### config.mk
export PLATFORM = sky130hd
export DESIGN_NAME = ped_signal_ctrl_flat
export DESIGN_NICKNAME = d
export VERILOG_FILES = /design/src/rtl/ped_signal_if.sv /design/src/rtl/ped_signal_ctrl.sv /design/src/flat_wrapper.sv
export SDC_FILE = /design/constraint.sdc
export NUM_CORES = 1
export LEC_CHECK = 0
export CAP_MARGIN = 0
export CORE_MARGIN = 8
export CORE_UTILIZATION = 48
export CTS_CLUSTER_DIAMETER = 80
export DETAILED_ROUTE_END_ITERATION = 10
export MAX_ROUTING_LAYER = met4
export PLACE_DENSITY = 0.87
export SLEW_MARGIN = 0
export SYNTH_ARGS = -nofsm -noshare
export SYNTH_HDL_FRONTEND = slang
export SYNTH_SLANG_ARGS = --single-unit
### constraint.sdc
create_clock -name clk -period 1.8 [get_ports clk]
set_clock_uncertainty 0.1 [all_clocks]
set_input_delay 0.27 -clock clk [delete_from_list [all_inputs] [get_ports clk]]
set_output_delay 0.27 -clock clk [all_outputs]
set_load 0.005 [all_outputs]
### src/rtl/ped_signal_if.sv
// Pedestrian signal controller bus: sequencer/button/timebase inputs and lamp/status outputs.
interface ped_signal_if #(
   parameter int unsigned CNT_W = 4
);
   logic [1:0]       light;
   logic             ped_btn;
   logic             tick;
   logic             walk;
   logic             dont_walk;
   logic             ped_active;
   logic [CNT_W-1:0] countdown;
   logic             req_pending;
   logic             conflict;

   modport master (
      output light, ped_btn, tick,
      input  walk, dont_walk, ped_active, countdown, req_pending, conflict
   );

   modport slave (
      input  light, ped_btn, tick,
      output walk, dont_walk, ped_active, countdown, req_pending, conflict
   );
endinterface

### src/rtl/ped_signal_ctrl.sv
// Pedestrian crossing controller: latches button requests, runs WALK then flashing CLEAR
// while the vehicle light is Red, and aborts with a sticky conflict flag otherwise.
module ped_signal_ctrl #(
   parameter int unsigned CNT_W       = 4,
   parameter int unsigned WALK_TICKS  = 8,
   parameter int unsigned FLASH_TICKS = 6
) (
   input logic         clk,
   input logic         reset_n,
   ped_signal_if.slave bus
);
   typedef enum logic [1:0] {
      ST_IDLE  = 2'd0,
      ST_WALK  = 2'd1,
      ST_CLEAR = 2'd2
   } state_t;

   localparam logic [1:0] LIGHT_RED = 2'b00;
   localparam logic [1:0] LIGHT_BAD = 2'b11;

   state_t           state_q, state_d;
   logic [CNT_W-1:0] cnt_q, cnt_d;
   logic             flash_q, flash_d;
   logic             req_q, req_d;
   logic             conflict_q, conflict_d;
   logic             btn_prev_q, btn_prev_d;
   logic             btn_rise;
   logic             light_red;

   // State register
   always_ff @(posedge clk) begin
      if (!reset_n) begin
         state_q    <= ST_IDLE;
         cnt_q      <= '0;
         flash_q    <= 1'b1;
         req_q      <= 1'b0;
         conflict_q <= 1'b0;
         btn_prev_q <= 1'b0;
      end else begin
         state_q    <= state_d;
         cnt_q      <= cnt_d;
         flash_q    <= flash_d;
         req_q      <= req_d;
         conflict_q <= conflict_d;
         btn_prev_q <= btn_prev_d;
      end
   end

   // Next-state logic
   always_comb begin
      state_d    = state_q;
      cnt_d      = cnt_q;
      flash_d    = flash_q;
      req_d      = req_q;
      conflict_d = conflict_q;
      btn_prev_d = bus.ped_btn;
      btn_rise   = bus.ped_btn & ~btn_prev_q;
      light_red  = (bus.light == LIGHT_RED);

      if (bus.light == LIGHT_BAD) conflict_d = 1'b1;

      unique case (state_q)
         ST_IDLE: begin
            if (req_q && light_red) begin
               state_d = ST_WALK;
               cnt_d   = CNT_W'(WALK_TICKS);
               req_d   = 1'b0;
            end
         end
         ST_WALK: begin
            if (!light_red) begin
               state_d    = ST_IDLE;
               cnt_d      = '0;
               conflict_d = 1'b1;
            end else if (bus.tick) begin
               if (cnt_q > CNT_W'(1)) begin
                  cnt_d = cnt_q - CNT_W'(1);
               end else begin
                  state_d = ST_CLEAR;
                  cnt_d   = CNT_W'(FLASH_TICKS);
                  flash_d = 1'b1;
               end
            end
         end
         ST_CLEAR: begin
            if (!light_red) begin
               state_d    = ST_IDLE;
               cnt_d      = '0;
               conflict_d = 1'b1;
            end else if (bus.tick) begin
               flash_d = ~flash_q;
               if (cnt_q > CNT_W'(1)) begin
                  cnt_d = cnt_q - CNT_W'(1);
               end else begin
                  state_d = ST_IDLE;
                  cnt_d   = '0;
               end
            end
         end
         default: begin
            state_d = ST_IDLE;
            cnt_d   = '0;
         end
      endcase

      // A fresh press always wins over the service-time clear
      if (btn_rise) req_d = 1'b1;
   end

   assign bus.walk        = (state_q == ST_WALK);
   assign bus.dont_walk   = (state_q == ST_IDLE) | ((state_q == ST_CLEAR) & flash_q);
   assign bus.ped_active  = (state_q == ST_WALK) | (state_q == ST_CLEAR);
   assign bus.countdown   = cnt_q;
   assign bus.req_pending = req_q;
   assign bus.conflict    = conflict_q;
endmodule
### src/flat_wrapper.sv
// flat-port wrapper written by rule: the top's interface ports become plain ports
module ped_signal_ctrl_flat 
#(
   parameter int unsigned CNT_W       = 4,
   parameter int unsigned WALK_TICKS  = 8,
   parameter int unsigned FLASH_TICKS = 6
)
  (clk, reset_n, bus_light, bus_ped_btn, bus_tick, bus_walk, bus_dont_walk, bus_ped_active, bus_countdown, bus_req_pending, bus_conflict);
  ped_signal_if #(.CNT_W(CNT_W)) bus_i ();
  input logic clk;
  input logic reset_n;
  input wire logic [$bits(bus_i.light)-1:0] bus_light;
  input wire logic [$bits(bus_i.ped_btn)-1:0] bus_ped_btn;
  input wire logic [$bits(bus_i.tick)-1:0] bus_tick;
  output wire logic [$bits(bus_i.walk)-1:0] bus_walk;
  output wire logic [$bits(bus_i.dont_walk)-1:0] bus_dont_walk;
  output wire logic [$bits(bus_i.ped_active)-1:0] bus_ped_active;
  output wire logic [$bits(bus_i.countdown)-1:0] bus_countdown;
  output wire logic [$bits(bus_i.req_pending)-1:0] bus_req_pending;
  output wire logic [$bits(bus_i.conflict)-1:0] bus_conflict;
  assign bus_i.light = bus_light;
  assign bus_i.ped_btn = bus_ped_btn;
  assign bus_i.tick = bus_tick;
  assign bus_walk = bus_i.walk;
  assign bus_dont_walk = bus_i.dont_walk;
  assign bus_ped_active = bus_i.ped_active;
  assign bus_countdown = bus_i.countdown;
  assign bus_req_pending = bus_i.req_pending;
  assign bus_conflict = bus_i.conflict;
  ped_signal_ctrl #(.CNT_W(CNT_W), .WALK_TICKS(WALK_TICKS), .FLASH_TICKS(FLASH_TICKS)) u_core (.clk(clk), .reset_n(reset_n), .bus(bus_i));
endmodule
==> flow_summary.json, run 1 <==
{
  "syn_inst": 76,
  "grt_max_degree": 9,
  "fill_cells": 86,
  "track_usage_pct": 16.7,
  "drtIter0Drc": 27,
  "critPathRequiredTime_ns": 1.87,
  "yosys_warnings": 0,
  "ff2ff_setup_slack_ns": 0.05,
  "cts_hold_buffers": 0,
  "ioPinCount": 15,
  "min_period_ns": 1.75,
  "arrival_ns": 1.82,
  "antennaDiodeCount": 0,
  "worst_slew_pin_slew_ns": 0.502,
  "initial_core_util_pct": 51.5,
  "synth-simple-area-share_pct": 26.3,
  "rsz0062_at_grt": "false",
  "grt_pass1_wl_um": 3530,
  "postRouteAntennaNets": 0,
  "synth.cell_area_sq_um": 671,
  "maxSlewViolCount": 0,
  "cp_slowest_cell": "dfxtp_1",
  "worstPathCellList": "inv_1 -> ha_1 -> or2_2 -> nand2_2 -> o21ai_0 -> a32o_2",
  "utilization_pct": 73.8,
  "hold_viol": 0,
  "crit_type": "flip-flop to flip-flop",
  "max-slew-margin-rel_pct": 66.1,
  "highest_layer": "met4",
  "dr.pass1.iters": 4,
  "setup_violations": 0,
  "cts_max_level": 1,
  "synthFlopType": "dfxtp_1",
  "coreArea_sq_mm": 0.00130,
  "wl_per_cell_um": 19.1,
  "drcViolationCount": 0,
  "die_w_um": 53.4,
  "p_leak_uw": 0.000416,
  "vias": 734,
  "cp_max_fo": 6,
  "fin_ws_ns": 0.0525,
  "rows": 13,
  "cap_violations": 0,
  "ys_seq_area_share_pct": 29.9,
  "synth_fp_nets": 88,
  "wl_met2_um": 1150,
  "power.density_mw_per_mm2": 996,
  "register_area_sq_um": 205,
  "cts_tree": "done",
  "cpPeakStageDelay_ns": 0.36,
  "fp.dieH_um": 53.4,
  "synthToLayoutAreaGrowth_pct": 43.1,
  "cts_buffers": 3,
  "synth_seq_cells": 10,
  "syn_avg_cell_area_sq_um": 8.82,
  "r2r_start": "u_core.bus.countdown[0]",
  "synth-edff-count": 0,
  "synth-xor-area-share_pct": 0,
  "synth_top_family_by_area": "simple AND/OR/NAND/NOR gates",
  "worst_ir_drop_vdd_uv": 792,
  "hold_start": "u_core.bus.conflict",
  "start_kind": "flip-flop",
  "drive_gt1_share_pct": 28.7,
  "dp_hpwl_um": 1320,
  "grt-ovfl-total": 0,
  "cts_buffer_depth": 2,
  "place_ws_ns": -0.0789,
  "hold_end": "u_core.bus.conflict",
  "endpoint_kind": "flip-flop",
  "grt_pass1_vias": 769,
  "fin_nets": 114,
  "period_share_pct": 97.1,
  "wl_met3_um": 124,
  "r2r_cells": 6,
  "wl_met1_um": 879,
  "antenna_found_initial": 0,
  "multi_input_area_sq_um": 465,
  "cts-root-buf": "clkbuf_4",
  "portBuffers": 14,
  "path_clk_slew_ns": 0.08,
  "outcome": "finished, final reports clean",
  "vias_per_cell": 6.33,
  "clk_latency_ns": 0.27,
  "dieArea_sq_mm": 0.00285,
  "ys_types": 35,
  "fmax_mhz": 572,
  "clock-sinks": 10,
  "synth-async-reset-ratio_pct": 0,
  "synth_compound_area_share_pct": 22.9,
  "synthAdderAreaFrac_pct": 12.7,
  "wirelength_um": 2210,
  "synth_mux_area_share_pct": 2.99,
  "min_path_type": "flip-flop to flip-flop",
  "hold_path_depth": 1,
  "gp_congestion": 0.981,
  "reg2reg_to": "u_core.bus.countdown[1]"
}
[routing by layer]
| metal | track usage, % | up-vias |
|---|---|---|
| met3 | 2.80 | 10 |
| met4 | 8.82 | 0 |
| li1 | - | 333 |
| met1 | 17.7 | 349 |
| met5 | - | - |
| met2 | 28.7 | 42 |
[what timing repair did]
item	4_1_cts	5_1_grt
gates cloned	0	0
gates resized for setup	12	2
pin swaps	1	0
setup buffers	1	0
setup endpoints to repair	5	2
[power breakdown]
part	total, uW	switching [uW]	internal (uW)
combinational	451	237	214
sequential	292	40.6	251
clock	213	89.9	123
[per-stage QoR]
step / setup TNS, ns / hold WS [ns] / area [sq um] / total power (uW) / instances
final: 0 / 0.388 / 960 / 955 / 116
after global routing: 0 / 0.415 / 960 / 1010 / 116
after CTS: 0 / 0.379 / 955 / 940 / 116
after detailed placement: -0.282 / 0.355 / 881 / 708 / 111
after global placement: -0.0783 / 0.349 / 881 / 696 / 111
after floorplan: 0 / 0.292 / 671 / 514 / 76
[flip-flops by register name (all words and copies together), names as in the netlist]
name	cells
u_core.state_q	2
u_core.bus.req_pending	1
u_core.bus.countdown	4
u_core.bus.conflict	1
u_core.flash_q	1
u_core.btn_prev_q	1
[placed cells by master (no fill, tap or decap), types with 2 or more instances in the layout]
cell	synthesis	final
clkdlybuf4s50_1	0	11
nor2_1	3	3
inv_2	0	2
nand2_1	8	7
a31oi_1	2	2
buf_4	0	9
dlygate4sd2_1	0	2
dfxtp_1	10	8
mux2i_1	2	2
ha_1	6	3
o21ai_0	3	3
nand3_1	6	6
o31ai_1	2	2
ha_4	0	2
a32o_2	2	2
inv_1	7	5
nand2b_1	2	2
clkbuf_4	0	3
[cells by family after synthesis]
| family | after synthesis |
|---|---|
| AO/OA/AOI/OAI | 19 |
| buffers and inverters | 9 |
| adder cells (fa/ha/maj) | 7 |
| AND/OR/NAND/NOR | 29 |
| multiplexers | 2 |
| flip-flops | 10 |
[how the worst max path moves through the flow]
stage                            start                      end  slack, ns  cells after the start
2_1_floorplan        u_core.state_q[1]  u_core.bus.countdown[2]       0.13                      7
3_3_place_gp              bus_light[0]  u_core.bus.countdown[2]      -0.03                      5
3_5_place_dp              bus_light[0]  u_core.bus.countdown[2]      -0.08                      5
4_1_cts        u_core.bus.countdown[0]  u_core.bus.countdown[1]       0.03                      6
5_1_grt              u_core.state_q[1]  u_core.bus.countdown[3]       0.01                      5
6_report       u_core.bus.countdown[0]  u_core.bus.countdown[1]       0.05                      6
[cells in the mapped netlist (2+ instances only)]
library cell   n  area (sq um)
dfxtp_1       10           200
nand2_1        8          30.0
inv_1          7          26.3
ha_1           6          75.1
nand3_1        6          30.0
nor2_1         3          11.3
o21ai_0        3          15.0
a31oi_1        2          12.5
a32o_2         2          22.5
mux2i_1        2          20.0
nand2b_1       2          12.5
o31ai_1        2          15.0
[cell type report]
type	count	area share (%)
clock buffers	4	3.78
inverters	7	2.74
multi-input cells	57	48.5
flip-flops and latches	10	21.4
well taps	15	1.96
repair buffers	23	21.6
[worst max-delay path: cells and delay by family (launching register included)]
family	cells	cell delay [ns]
simple gates	2	0.49
compound gates	2	0.40
flops	1	0.36
fa+ha+maj	1	0.24
buf+inv	1	0.06
Power figures use the tool's default switching activity.
==> run 2: changes to the inputs <==
--- a/config.mk
+++ b/config.mk
@@ -12,7 +12,7 @@
 export DETAILED_ROUTE_END_ITERATION = 10
 export MAX_ROUTING_LAYER = met4
 export PLACE_DENSITY = 0.87
-export SLEW_MARGIN = 0
+export SLEW_MARGIN = 25
 export SYNTH_ARGS = -nofsm -noshare
 export SYNTH_HDL_FRONTEND = slang
 export SYNTH_SLANG_ARGS = --single-unit
==> constraint.sdc (replaced) <==
create_clock -name clk -period 1.8 [get_ports clk]
set_clock_uncertainty 0.1 [all_clocks]
set_input_delay 0.36 -clock clk [delete_from_list [all_inputs] [get_ports clk]]
set_output_delay 0.36 -clock clk [all_outputs]
set_load 0.005 [all_outputs]
==> run 2 against run 1 <==
  * Flip-flop and latch count stayed put
  * Non-clock buffer count rose by 6
  * Die area did not move
  * Via count rose by 1.1%
  * Wire length fell by 0.86%
  * Hold slack better by 0.0017 ns
  * Clock power down 25%
  * Global-route usage fell by 0.35 points
  * Maximum frequency shrank 2.7%
  * First-iteration DRC count is 19% higher
  * Critical endpoint is now bus_countdown[2]
  * Highest routed layer unchanged
==> flow_summary.json, run 2 (same netlist as run 1, synthesis figures left out) <==
{
  "fmax_mhz": 557,
  "endpoint_kind": "primary output",
  "stdcell_area_sq_um": 982,
  "max-slew-margin-rel_pct": 71.7,
  "grt_max_degree": 9,
  "synthToLayoutAreaGrowth_pct": 46.5,
  "dieArea_sq_mm": 0.00285,
  "layout_common_cells": "buf_4, clkdlybuf4s50_1, dfxtp_1",
  "reg2reg_to": "u_core.state_q[0]",
  "rows": 13,
  "initial_core_util_pct": 51.5,
  "cp_max_fo": 7,
  "coreArea_sq_mm": 0.00130,
  "ff2ff_setup_slack_ns": 0.07,
  "power_uw": 958,
  "drive_gt1_share_pct": 32.1,
  "ioPinCount": 15,
  "grt-ovfl-total": 0,
  "cp_slowest_cell": "clkdlybuf4s50_1",
  "period_share_pct": 99.7,
  "place_area_sq_um": 896,
  "min_path_type": "flip-flop to flip-flop",
  "cts_buffers": 3,
  "dr.pass1.iters": 4,
  "portBuffers": 14,
  "power.density_mw_per_mm2": 976,
  "hold_viol": 0,
  "rsz0062_at_grt": "true",
  "fp.dieH_um": 53.4,
  "timing.hold.ws_ns": 0.389,
  "p_leak_uw": 0.000438,
  "cts_tree": "done",
  "crit_buf_inv": 1,
  "critPathRequiredTime_ns": 1.34,
  "hold_end": "u_core.bus.conflict",
  "start_kind": "flip-flop",
  "cts-root-buf": "clkbuf_4",
  "clock-sinks": 10,
  "crit_type": "flip-flop to primary output",
  "drcViolationCount": 0,
  "r2r_start": "u_core.state_q[0]",
  "postRouteAntennaNets": 0,
  "clk_latency_ns": 0.27,
  "worstPathCellList": "clkdlybuf4s50_1",
  "grt_pass1_wl_um": 3370,
  "wirelength_um": 2190,
  "cpPeakStageDelay_ns": 0.58,
  "outcome": "finished, final reports clean",
  "gp_congestion": 0.963,
  "hold_path_depth": 1,
  "antennaDiodeCount": 0,
  "hold_start": "u_core.bus.conflict",
  "final_common_cell": "buf_4",
  "antenna_found_initial": 0,
  "arrival_ns": 1.34,
  "maxSlewViolCount": 0,
  "setup_violations": 0,
  "vias": 742,
  "vias_per_cell": 6.13,
  "largest_reg_flops": 4,
  "dp_hpwl_um": 1410,
  "cpLargestDelayFamily": "buffers and inverters",
  "cts_hold_buffers": 0,
  "drtIter0Drc": 32,
  "worst_ir_drop_vdd_uv": 729,
  "grt_pass1_vias": 731,
  "path_clk_slew_ns": 0.06,
  "die_w_um": 53.4,
  "wl_per_cell_um": 18.1,
  "r2r_cells": 7,
  "cts_buffer_depth": 2,
  "fill_cells": 82,
  "min_period_ns": 1.80,
  "fin_nets": 120,
  "cap_violations": 0,
  "worst_slew_pin_slew_ns": 0.424,
  "track_usage_pct": 16.3,
  "cts_max_level": 1
}
## run 2: changes by cell type in the layout (fill, tap and decap cells not counted)
cell,change
buf_4,+6
dfxtp_2,+1
inv_1,+1
ha_4,-1
a21boi_2,+1
a21boi_1,-1
dfxtp_4,-1
clkbuf_8,-1
inv_2,-1
ha_2,+1
## run 2: cell type report
type                            count  area [sq um]  share of cell area [%]
Multi-Input combinational cell     57           459                    46.8
Clock buffer                        3          22.5                    2.29
Timing Repair Buffer               29           253                    25.7
Inverter                            7          26.3                    2.68
Tap cell                           15          18.8                    1.91
Sequential cell                    10           203                    20.6
## run 2: worst register-to-register path: stages, from the launching register on
cell and delay (ns):
dfxtp_2 0.38, inv_1 0.09, ha_2 0.19, buf_4 0.14
nor2_2 0.21, nor2_1 0.12, a21boi_2 0.20, mux2i_1 0.22
## run 2: per-layer routing
metal | global-route usage [%] | vias up | share of wire (%)
met4 | 5.04 | 0 | 2.0
li1 | - | 339 | -
met2 | 27.0 | 47 | 50
met5 | - | - | 0
met1 | 18.8 | 349 | 42
met3 | 4.20 | 7 | 6.2
## run 2: where the power goes
| part | switching (uW) | internal, uW | leakage (uW) |
|---|---|---|---|
| registers | 37.8 | 253 | 0.0000826 |
| logic | 248 | 262 | 0.000342 |
| clock network | 81.0 | 77.5 | 0.0000138 |
## run 2: worst max-delay path by stage
stage	from	end	slack [ns]	depth (start not counted)
6_report	u_core.bus.countdown[2]	bus_countdown[2]	0.005	1
4_1_cts	u_core.state_q[1]	bus_walk	0.004	3
3_5_place_dp	bus_light[0]	u_core.state_q[0]	-0.15	5
2_1_floorplan	u_core.state_q[1]	u_core.bus.countdown[2]	0.13	7
3_3_place_gp	bus_light[0]	u_core.bus.countdown[2]	-0.09	5
5_1_grt	bus_light[0]	u_core.bus.countdown[0]	-0.007	5
## run 2: what timing repair did
action,CTS,global route
resized for setup,9,3
setup endpoints to repair,3,5
pin swaps,1,0
buffers inserted,3,2
gates cloned,0,0
## run 2: through the flow
stage          utilization, %  setup WS [ns]  instances  TNS [ns]
2_1_floorplan               -          0.134         76         0
3_3_place_gp             68.8        -0.0947        113    -0.393
3_5_place_dp             68.8         -0.149        113    -0.801
4_1_cts                  73.7        0.00355        119         0
5_1_grt                  75.5       -0.00723        121   -0.0113
6_report                 75.5        0.00477        121         0
==> run 3: changes to the inputs <==
--- a/config.mk
+++ b/config.mk
@@ -5,13 +5,14 @@
 export SDC_FILE = /design/constraint.sdc
 export NUM_CORES = 1
 export LEC_CHECK = 0
+export ABC_AREA = 1
 export CAP_MARGIN = 0
 export CORE_MARGIN = 8
-export CORE_UTILIZATION = 48
+export CORE_UTILIZATION = 47
 export CTS_CLUSTER_DIAMETER = 80
 export DETAILED_ROUTE_END_ITERATION = 10
 export MAX_ROUTING_LAYER = met4
-export PLACE_DENSITY = 0.87
+export PLACE_DENSITY = 0.85
 export SLEW_MARGIN = 25
 export SYNTH_ARGS = -nofsm -noshare
 export SYNTH_HDL_FRONTEND = slang
==> run 3 against run 2 <==
  * Maximum frequency is 1.1% higher
  * Wire length is 30% lower
  * Combinational power up 39%
  * Area after synthesis decreased by 0.93%
  * First-iteration DRC count fell by 28%
  * Sequential share of layout area up 2.1 points
==> flow_summary.json, run 3 <==
{
  "cts_buffer_depth": 2,
  "layout_common_cells": "nand2_1, inv_1, clkdlybuf4s50_1",
  "syn_inst": 98,
  "synth-xor-area-share_pct": 1.32,
  "start_kind": "flip-flop",
  "vias_per_cell": 4.92,
  "synthFlopType": "dfxtp_1",
  "synth_fp_nets": 110,
  "vias": 659,
  "coreArea_sq_mm": 0.00132,
  "fin_nets": 132,
  "critPathRequiredTime_ns": 1.34,
  "maxSlewViolCount": 0,
  "die_w_um": 53.6,
  "wl_per_cell_um": 11.4,
  "synth_top_cell_by_area": "dfxtp_1",
  "synth.cell_area_sq_um": 664,
  "top_usage_layer": "met2",
  "worst_slew_pin_slew_ns": 0.236,
  "outcome": "finished, final reports clean",
  "synth_mux_area_share_pct": 0,
  "antenna_found_initial": 0,
  "synth-edff-count": 0,
  "ys_top_cells_by_area": "dfxtp_1, nand2_1, ha_1",
  "p_leak_uw": 0.000424,
  "drtIter0Drc": 23,
  "drive_gt1_share_pct": 20.2,
  "ioPinCount": 15,
  "fin_ws_ns": 0.0251,
  "crit_type": "flip-flop to primary output",
  "portBuffers": 14,
  "cp_slowest_cell": "dfxtp_4",
  "yosys_warnings": 0,
  "timing.hold.ws_ns": 0.321,
  "fill_cells": 114,
  "gp_congestion": 0.887,
  "arrival_ns": 1.31,
  "cts_tree": "done",
  "grt_util_met2_pct": 20.9,
  "synth_top_area_share_pct": 30.1,
  "grt_pass1_vias": 631,
  "synth.most_common_cell": "nand2_1",
  "ys_types": 17,
  "cp_max_fo": 4,
  "dp_hpwl_um": 1170,
  "drcViolationCount": 0,
  "worstPathCellList": "inv_1 -> ha_2 -> nand2_2 -> nand2_1 -> dlygate4sd2_1",
  "grt-ovfl-total": 0,
  "ys_seq_area_share_pct": 30.1,
  "cap_violations": 0,
  "synth_seq_cells": 10,
  "worst_ir_drop_vdd_uv": 863,
  "antennaDiodeCount": 0,
  "largest_reg_flops": 4,
  "track_usage_pct": 11.1,
  "cpPeakStageDelay_ns": 0.38,
  "synth-async-reset-ratio_pct": 0,
  "grt_max_degree": 7,
  "use_met3_pct": 2.48,
  "rows": 13,
  "setup_violations": 0,
  "grt_use_met1_pct": 11.9,
  "path_clk_slew_ns": 0.07,
  "hold_viol": 0,
  "min_period_ns": 1.77,
  "cts-root-buf": "clkbuf_4",
  "synth-simple-area-share_pct": 33.9,
  "endpoint_kind": "primary output",
  "dr.pass1.iters": 4,
  "place_ws_ns": -0.0170,
  "postRouteAntennaNets": 0,
  "dieArea_sq_mm": 0.00287,
  "max-slew-margin-rel_pct": 84.2,
  "synth_compound_area_share_pct": 12.1,
  "cts_max_level": 1,
  "synth_top_family_by_area": "simple AND/OR/NAND/NOR gates",
  "cts_buffers": 3,
  "synthAdderAreaFrac_pct": 11.3,
  "synth_commonest_cells": "nand2_1, inv_1, dfxtp_1",
  "power.density_mw_per_mm2": 1360,
  "synthToLayoutAreaGrowth_pct": 36.0,
  "power_uw": 1230,
  "wirelength_um": 1530,
  "clock-sinks": 10,
  "fp.dieH_um": 53.6,
  "syn_avg_cell_area_sq_um": 6.78,
  "clk_latency_ns": 0.26,
  "final_common_cell": "nand2_1",
  "period_share_pct": 98.6,
  "grt_pass1_wl_um": 2440,
  "min_path_type": "flip-flop to flip-flop",
  "initial_core_util_pct": 50.4,
  "fmax_mhz": 563
}
==> run 3: cell count changes in the layout (fill, tap and decap cells not counted), sizes merged, moves of 3 or more <==
cell	before	now
a21oi	1	8
buf	15	3
inv	7	20
nand2	8	28
nor2	4	13
o21ai	3	6
==> run 3: path summary, 6_finish.rpt <==
path,cells after the start,end,startpoint,slack [ns]
max reg2reg,9,u_core.state_q[1],u_core.bus.countdown[0],0.21
min,1,u_core.bus.req_pending,u_core.btn_prev_q,0.32
min reg2reg,1,u_core.bus.req_pending,u_core.btn_prev_q,0.32
max,5,bus_dont_walk,u_core.state_q[0],0.03
==> run 3: cells by family (layout without fill, tap and decap cells) <==
logic type	after synthesis	count (layout)
DFF	10	10
xor gates and xnor gates	1	1
buffers and inverters	20	41
AOI/OAI and AO/OA	15	15
adders and majority gates	6	6
and+or+nand+nor	46	46
==> run 3: report_power, final <==
| part | switching, uW | internal (uW) | leakage, uW |
|---|---|---|---|
| sequential | 50.5 | 277 | 0.0000832 |
| clock | 75.4 | 122 | 0.0000210 |
| combinational | 387 | 319 | 0.000320 |
==> run 3: metrics by stage <==
| step | instances | utilization [%] | cell area (sq um) | TNS, ns |
|---|---|---|---|---|
| after global placement | 128 | 63.1 | 831 | 0 |
| after floorplan | 98 | - | 664 | 0 |
| after CTS | 134 | 68.2 | 898 | 0 |
| after detailed placement | 128 | 63.1 | 831 | -0.0170 |
| after global routing | 134 | 68.6 | 903 | -0.0117 |
| final | 134 | 68.6 | 903 | 0 |
==> run 3: timing repair <==
action,CTS,global route
setup buffers,2,0
endpoints found under the setup margin,3,1
gates resized for setup,10,2
pin swaps,0,1
hold buffers,0,0
==> run 3: metal layers <==
layer  routed length (um)  vias up
met2                  766       21
met3                   74        2
met5                    0        -
met1                  662      292
li1                     -      344
met4                   21        0
==> run 3: critical path: cells and delay by family, from the launching register on <==
kind	cells	cell delay [ns]
AND/OR/NAND/NOR	2	0.15
flip-flops	1	0.38
buffers and inverters	2	0.33
adder cells (fa/ha/maj)	1	0.19
==> run 3: area by class of cell <==
type | count | area [sq um] | share of cell area, %
Tap cell | 15 | 18.8 | 2.08
Timing Repair Buffer | 17 | 159 | 17.6
Multi-Input combinational cell | 68 | 409 | 45.3
Clock buffer | 4 | 36.3 | 4.02
Sequential cell | 10 | 205 | 22.7
Inverter | 20 | 75.1 | 8.31
==> patch 1, RTL diff (settings of run 2) <==
`CNT_W` is set to 4 in 3 places; all go to 3.
--- a/src/rtl/ped_signal_if.sv
+++ b/src/rtl/ped_signal_if.sv
@@ -1,6 +1,6 @@
 // Pedestrian signal controller bus: sequencer/button/timebase inputs and lamp/status outputs.
 interface ped_signal_if #(
-   parameter int unsigned CNT_W = 4
+   parameter int unsigned CNT_W = 3
 );
    logic [1:0]       light;
    logic             ped_btn;
--- a/src/rtl/ped_signal_ctrl.sv
+++ b/src/rtl/ped_signal_ctrl.sv
@@ -1,7 +1,7 @@
 // Pedestrian crossing controller: latches button requests, runs WALK then flashing CLEAR
 // while the vehicle light is Red, and aborts with a sticky conflict flag otherwise.
 module ped_signal_ctrl #(
-   parameter int unsigned CNT_W       = 4,
+   parameter int unsigned CNT_W       = 3,
    parameter int unsigned WALK_TICKS  = 8,
    parameter int unsigned FLASH_TICKS = 6
 ) (
--- a/src/flat_wrapper.sv
+++ b/src/flat_wrapper.sv
@@ -1,7 +1,7 @@
 // flat-port wrapper written by rule: the top's interface ports become plain ports
 module ped_signal_ctrl_flat 
 #(
-   parameter int unsigned CNT_W       = 4,
+   parameter int unsigned CNT_W       = 3,
    parameter int unsigned WALK_TICKS  = 8,
    parameter int unsigned FLASH_TICKS = 6
 )
Interface: changed (resized bus_countdown); port bits go from 15 to 14. The function was not compared with the original's and may differ.
==> patch 1 against run 2 <==
Design area fell by 14%; largest cell class unchanged; total power fell by 18%; routed wire length shrank 30%; synthesized area fell by 11%; sequential cell count fell by 1; worst setup slack better by 0.047 ns; via count fell by 21%.
==> patch 1: results (changes against run 2) <==
[yosys]
ys_top_cells_by_count = nand2_1 (10), dfxtp_1 (9), inv_1 (8)
seq_area_frac_synth = 0.303  ; +0.00465
synthAdderAreaFrac = 0.122  ; -0.00476
synth_nets = 80  ; -9.1%
muxShareOfSynthArea = 0.0337  ; +0.00383
synth_compound_area_frac = 0.183  ; -0.0463
synth.top_cells.by_area = dfxtp_1 (30%), ha_1 (11%), nand2_1 (6.3%)
yosysUniqueCellTypes = 27  ; -23%

[pwr]
p_leak_nw = 0.330  ; -25%
peakVddDrop_uv = 637  ; -13%

[worst_setup_path]
cp_max_fo = 4  ; -3
cpLargestDelayFamily = simple AND/OR/NAND/NOR gates
cpPeakStageDelay_ns = 0.48  ; -0.10 ns
r2r-start = u_core.state_q[1]
critPathLaunch = bus_light[0]

[global_route]
grt_pass1_wl_um = 2400  ; -29%
grt_antenna_before_repair = 0  ; unchanged
first_global_vias = 565  ; -23%
track_usage = 0.127  ; -0.0359
grt_max_degree = 8  ; -1

[layout]
clkbuf_count = 4  ; +1
buf_share = 0.221  ; -0.0359
seq_cell_count = 9  ; -1
multi_input_area_share = 0.474  ; +0.00648
finalNetCount = 105  ; -13%
inv_count = 8  ; +1
num-multi-input-gates = 52  ; -8.8%
clock_area_frac = 0.0312  ; +0.00827
seq_share = 0.217  ; +0.0106
nFillCells = 78  ; -4.9%
buffers = 20  ; -31%
final_layout_size_suffix_gt1_frac = 0.237  ; -0.0842
largest_reg_flops = 3  ; -1

[detailed_routing]
vias = 587  ; -21%
dr.pass1.iters = 6  ; +2
drt_iter0_drc = 10  ; -69%
drt-total-wl_um = 1530  ; -30%

[placement]
gp_congestion = 0.849  ; -12%
post-place-ws_ns = -0.172  ; -0.0237 ns
numPortBuffers = 13  ; -1
place_hpwl_um = 1150  ; -19%

[clocking]
root_buffer = clkbuf_4
numCtsBuffers = 3  ; unchanged
clockBufferDepth = 2  ; unchanged
cts_max_level = 1  ; unchanged
clk_latency_ns = 0.26

[status]
status = finished clean

[worst_hold_path]
min_from = u_core.bus.conflict

[timing]
relSlewSlack = 0.765  ; +0.0481

## patch 1: cell count changes after synthesis, moves of 2 or more
cell / change
a21oi_1: +3
a32o_2: -2
nand2_1: +2
nand3_1: -5
nor2_1: +3
nor2b_1: +2
o21ai_0: -2
## patch 1: worst register-to-register path, stage by stage (launching register included)
cell      delay, ns
dfxtp_2        0.34
inv_1          0.09
ha_1           0.19
nor2_1         0.11
buf_4          0.16
nor4_4         0.30
o221ai_1       0.18
a21oi_1        0.17
## patch 1: timing repair
action,CTS,global route
pin swaps,2,0
setup endpoints to repair,3,2
setup buffers,1,0
resized for setup,5,4
## patch 1: per-layer routing
layer	wire length [um]	global-route usage
met1	658	0.126
met2	737	0.193
met3	60	0.0347
met4	76	0.133
met5	0	-
## patch 1: cell families after synthesis
group | Yosys count
and+or+nand+nor | 31
adders and majority gates | 6
DFF | 9
muxes | 2
buffers and inverters | 8
AOI/OAI and AO/OA | 13
## patch 1: final timing paths
path                            depth (start not counted)  slack [ns]                       to
worst max-delay path                                    5        0.05  u_core.bus.countdown[1]
worst min-delay path                                    2        0.38      u_core.bus.conflict
worst max register to register                          7        0.09  u_core.bus.countdown[1]
worst min register to register                          2        0.38      u_core.bus.conflict
## patch 1: metrics by stage
step	instances	cell area, um^2
after global placement	102	787
final	107	842
after floorplan	69	594
after global routing	107	842
after detailed placement	102	787
after CTS	107	827
## patch 1: power by group
group / total, mW / leakage [nW] / switching, mW / internal (mW)
sequential: 0.234 / 0.0744 / 0.0144 / 0.220
combinational: 0.399 / 0.240 / 0.194 / 0.205
clock: 0.158 / 0.0150 / 0.0722 / 0.0856
total: 0.790 / 0.330 / 0.280 / 0.510
==> patch 2, RTL diff (config.mk and constraints of run 2) <==
Without the edit above. Encoding of `state_t`: now one-hot (3 bits for 3 states).
--- a/src/rtl/ped_signal_ctrl.sv
+++ b/src/rtl/ped_signal_ctrl.sv
@@ -9,10 +9,10 @@
    input logic         reset_n,
    ped_signal_if.slave bus
 );
-   typedef enum logic [1:0] {
-      ST_IDLE  = 2'd0,
-      ST_WALK  = 2'd1,
-      ST_CLEAR = 2'd2
+   typedef enum logic [2:0] {
+      ST_IDLE  = 3'b001,
+      ST_WALK  = 3'b010,
+      ST_CLEAR = 3'b100
    } state_t;
 
    localparam logic [1:0] LIGHT_RED = 2'b00;
Function: same outputs for any inputs over 10 cycles, from zero or initial values and one cycle with reset_n low; not proved beyond that.
==> patch 2 against run 2 <==
Synthesized area rose by 8.4%; count of clock-buffer cells in the layout rose by 1; die area grew 5.8%; design area rose by 4.1%; critical path depth is 5 higher; routed wire length is 3.2% higher; register-to-register slack worse by 0.04 ns; worst setup slack improved by 0.027 ns; sequential cell count up 1; critical path type is now reg2reg; critical endpoint is now u_core.bus.countdown[2]; largest cell class unchanged.
Power is not compared: it rests on default switching activity, and its combinational part moved more than twofold at a synthesized area within 25%.
==> patch 2: results (changes against run 2) <==
[status]
status = finished clean

[global_route]
first_global_vias = 780  ; +6.7%
met1_usage = 0.187  ; -0.000781
grt_max_degree = 11  ; +2
grt_use_met2 = 0.258  ; -0.0110
grt_pass1_wl_um = 3550  ; +5.3%
track_usage = 0.165  ; +0.00168
use_met3 = 0.0348  ; -0.00726

[worst_hold_path]
whs_endpoint = u_core.bus.req_pending
min_from = u_core.btn_prev_q
hold_depth = 2  ; +1

[layout]
final_layout_size_suffix_gt1_frac = 0.293  ; -0.0277
nFillCells = 104  ; +27%

[detailed_routing]
dr.pass1.iters = 4  ; unchanged
drt_iter0_drc = 45  ; +41%
vias = 859  ; +16%
wl_per_cell_um = 17.1  ; -5.4%

[yosys]
ys_top_cells_by_count = dfxtp_1 (11), nor2_1 (8), nand2_1 (6)
synth_nets = 94  ; +6.8%
yosysUniqueCellTypes = 41  ; +17%
seq_area_frac_synth = 0.303  ; +0.00442
synth_compound_area_frac = 0.277  ; +0.0476
synth-xor-area-share = 0.0465  ; +0.0465
synthAdderAreaFrac = 0.0344  ; -0.0924
synth.top_cells.by_area = dfxtp_1 (30%), nor2_1 (4.1%), a211o_1 (3.6%)
muxShareOfSynthArea = 0.0293  ; -0.000591
syn_inst = 86  ; +13%

[worst_setup_path]
cp-endpoint = u_core.bus.countdown[2]
critPathLaunch = u_core.state_q[0]
reg2reg_depth = 6  ; -1

[timing]
hold_slack_ns = 0.394  ; +0.00487 ns
fin_ws_ns = 0.0318  ; +0.0271 ns
relSlewSlack = 0.693  ; -0.0241

[clocking]
post_cts_resized = 11  ; +2
cts_setup_buffers = 1  ; -2
numCtsBuffers = 3  ; unchanged

[placement]
placed_area_um2 = 970  ; +8.2%
gp_congestion = 0.979  ; +1.6%
place_hpwl_um = 1620  ; +14%
post-place-ws_ns = -0.151  ; -0.00251 ns

[patch 2: report_power, final]
part           internal (mW)  switching [mW]
sequential             0.253          0.0132
clock                 0.0857          0.0818
combinational         0.0772          0.0758
total                  0.416           0.171
[patch 2: area by class of cell]
type	count	area, um^2	area share
Multi-Input combinational cell	67	482	0.471
Timing Repair Buffer	30	253	0.247
Sequential cell	11	226	0.222
Clock buffer	4	26.3	0.0257
Tap cell	16	20.0	0.0196
Inverter	4	15.0	0.0147
[patch 2: layer usage]
layer  wire length [um]  share of wire  vias to the layer above
met5                  0              0                        -
met4                 78          0.034                        0
met3                231           0.10                       10
met2               1070           0.47                       76
met1                879           0.39                      384
li1                   -              -                      389
[patch 2: critical path, stage by stage, from the launching register on]
cell	delay [ns]
dfxtp_2	0.34
buf_4	0.15
buf_4	0.16
nor4_1	0.45
nand2_1	0.17
a21oi_1	0.21
a211oi_2	0.06
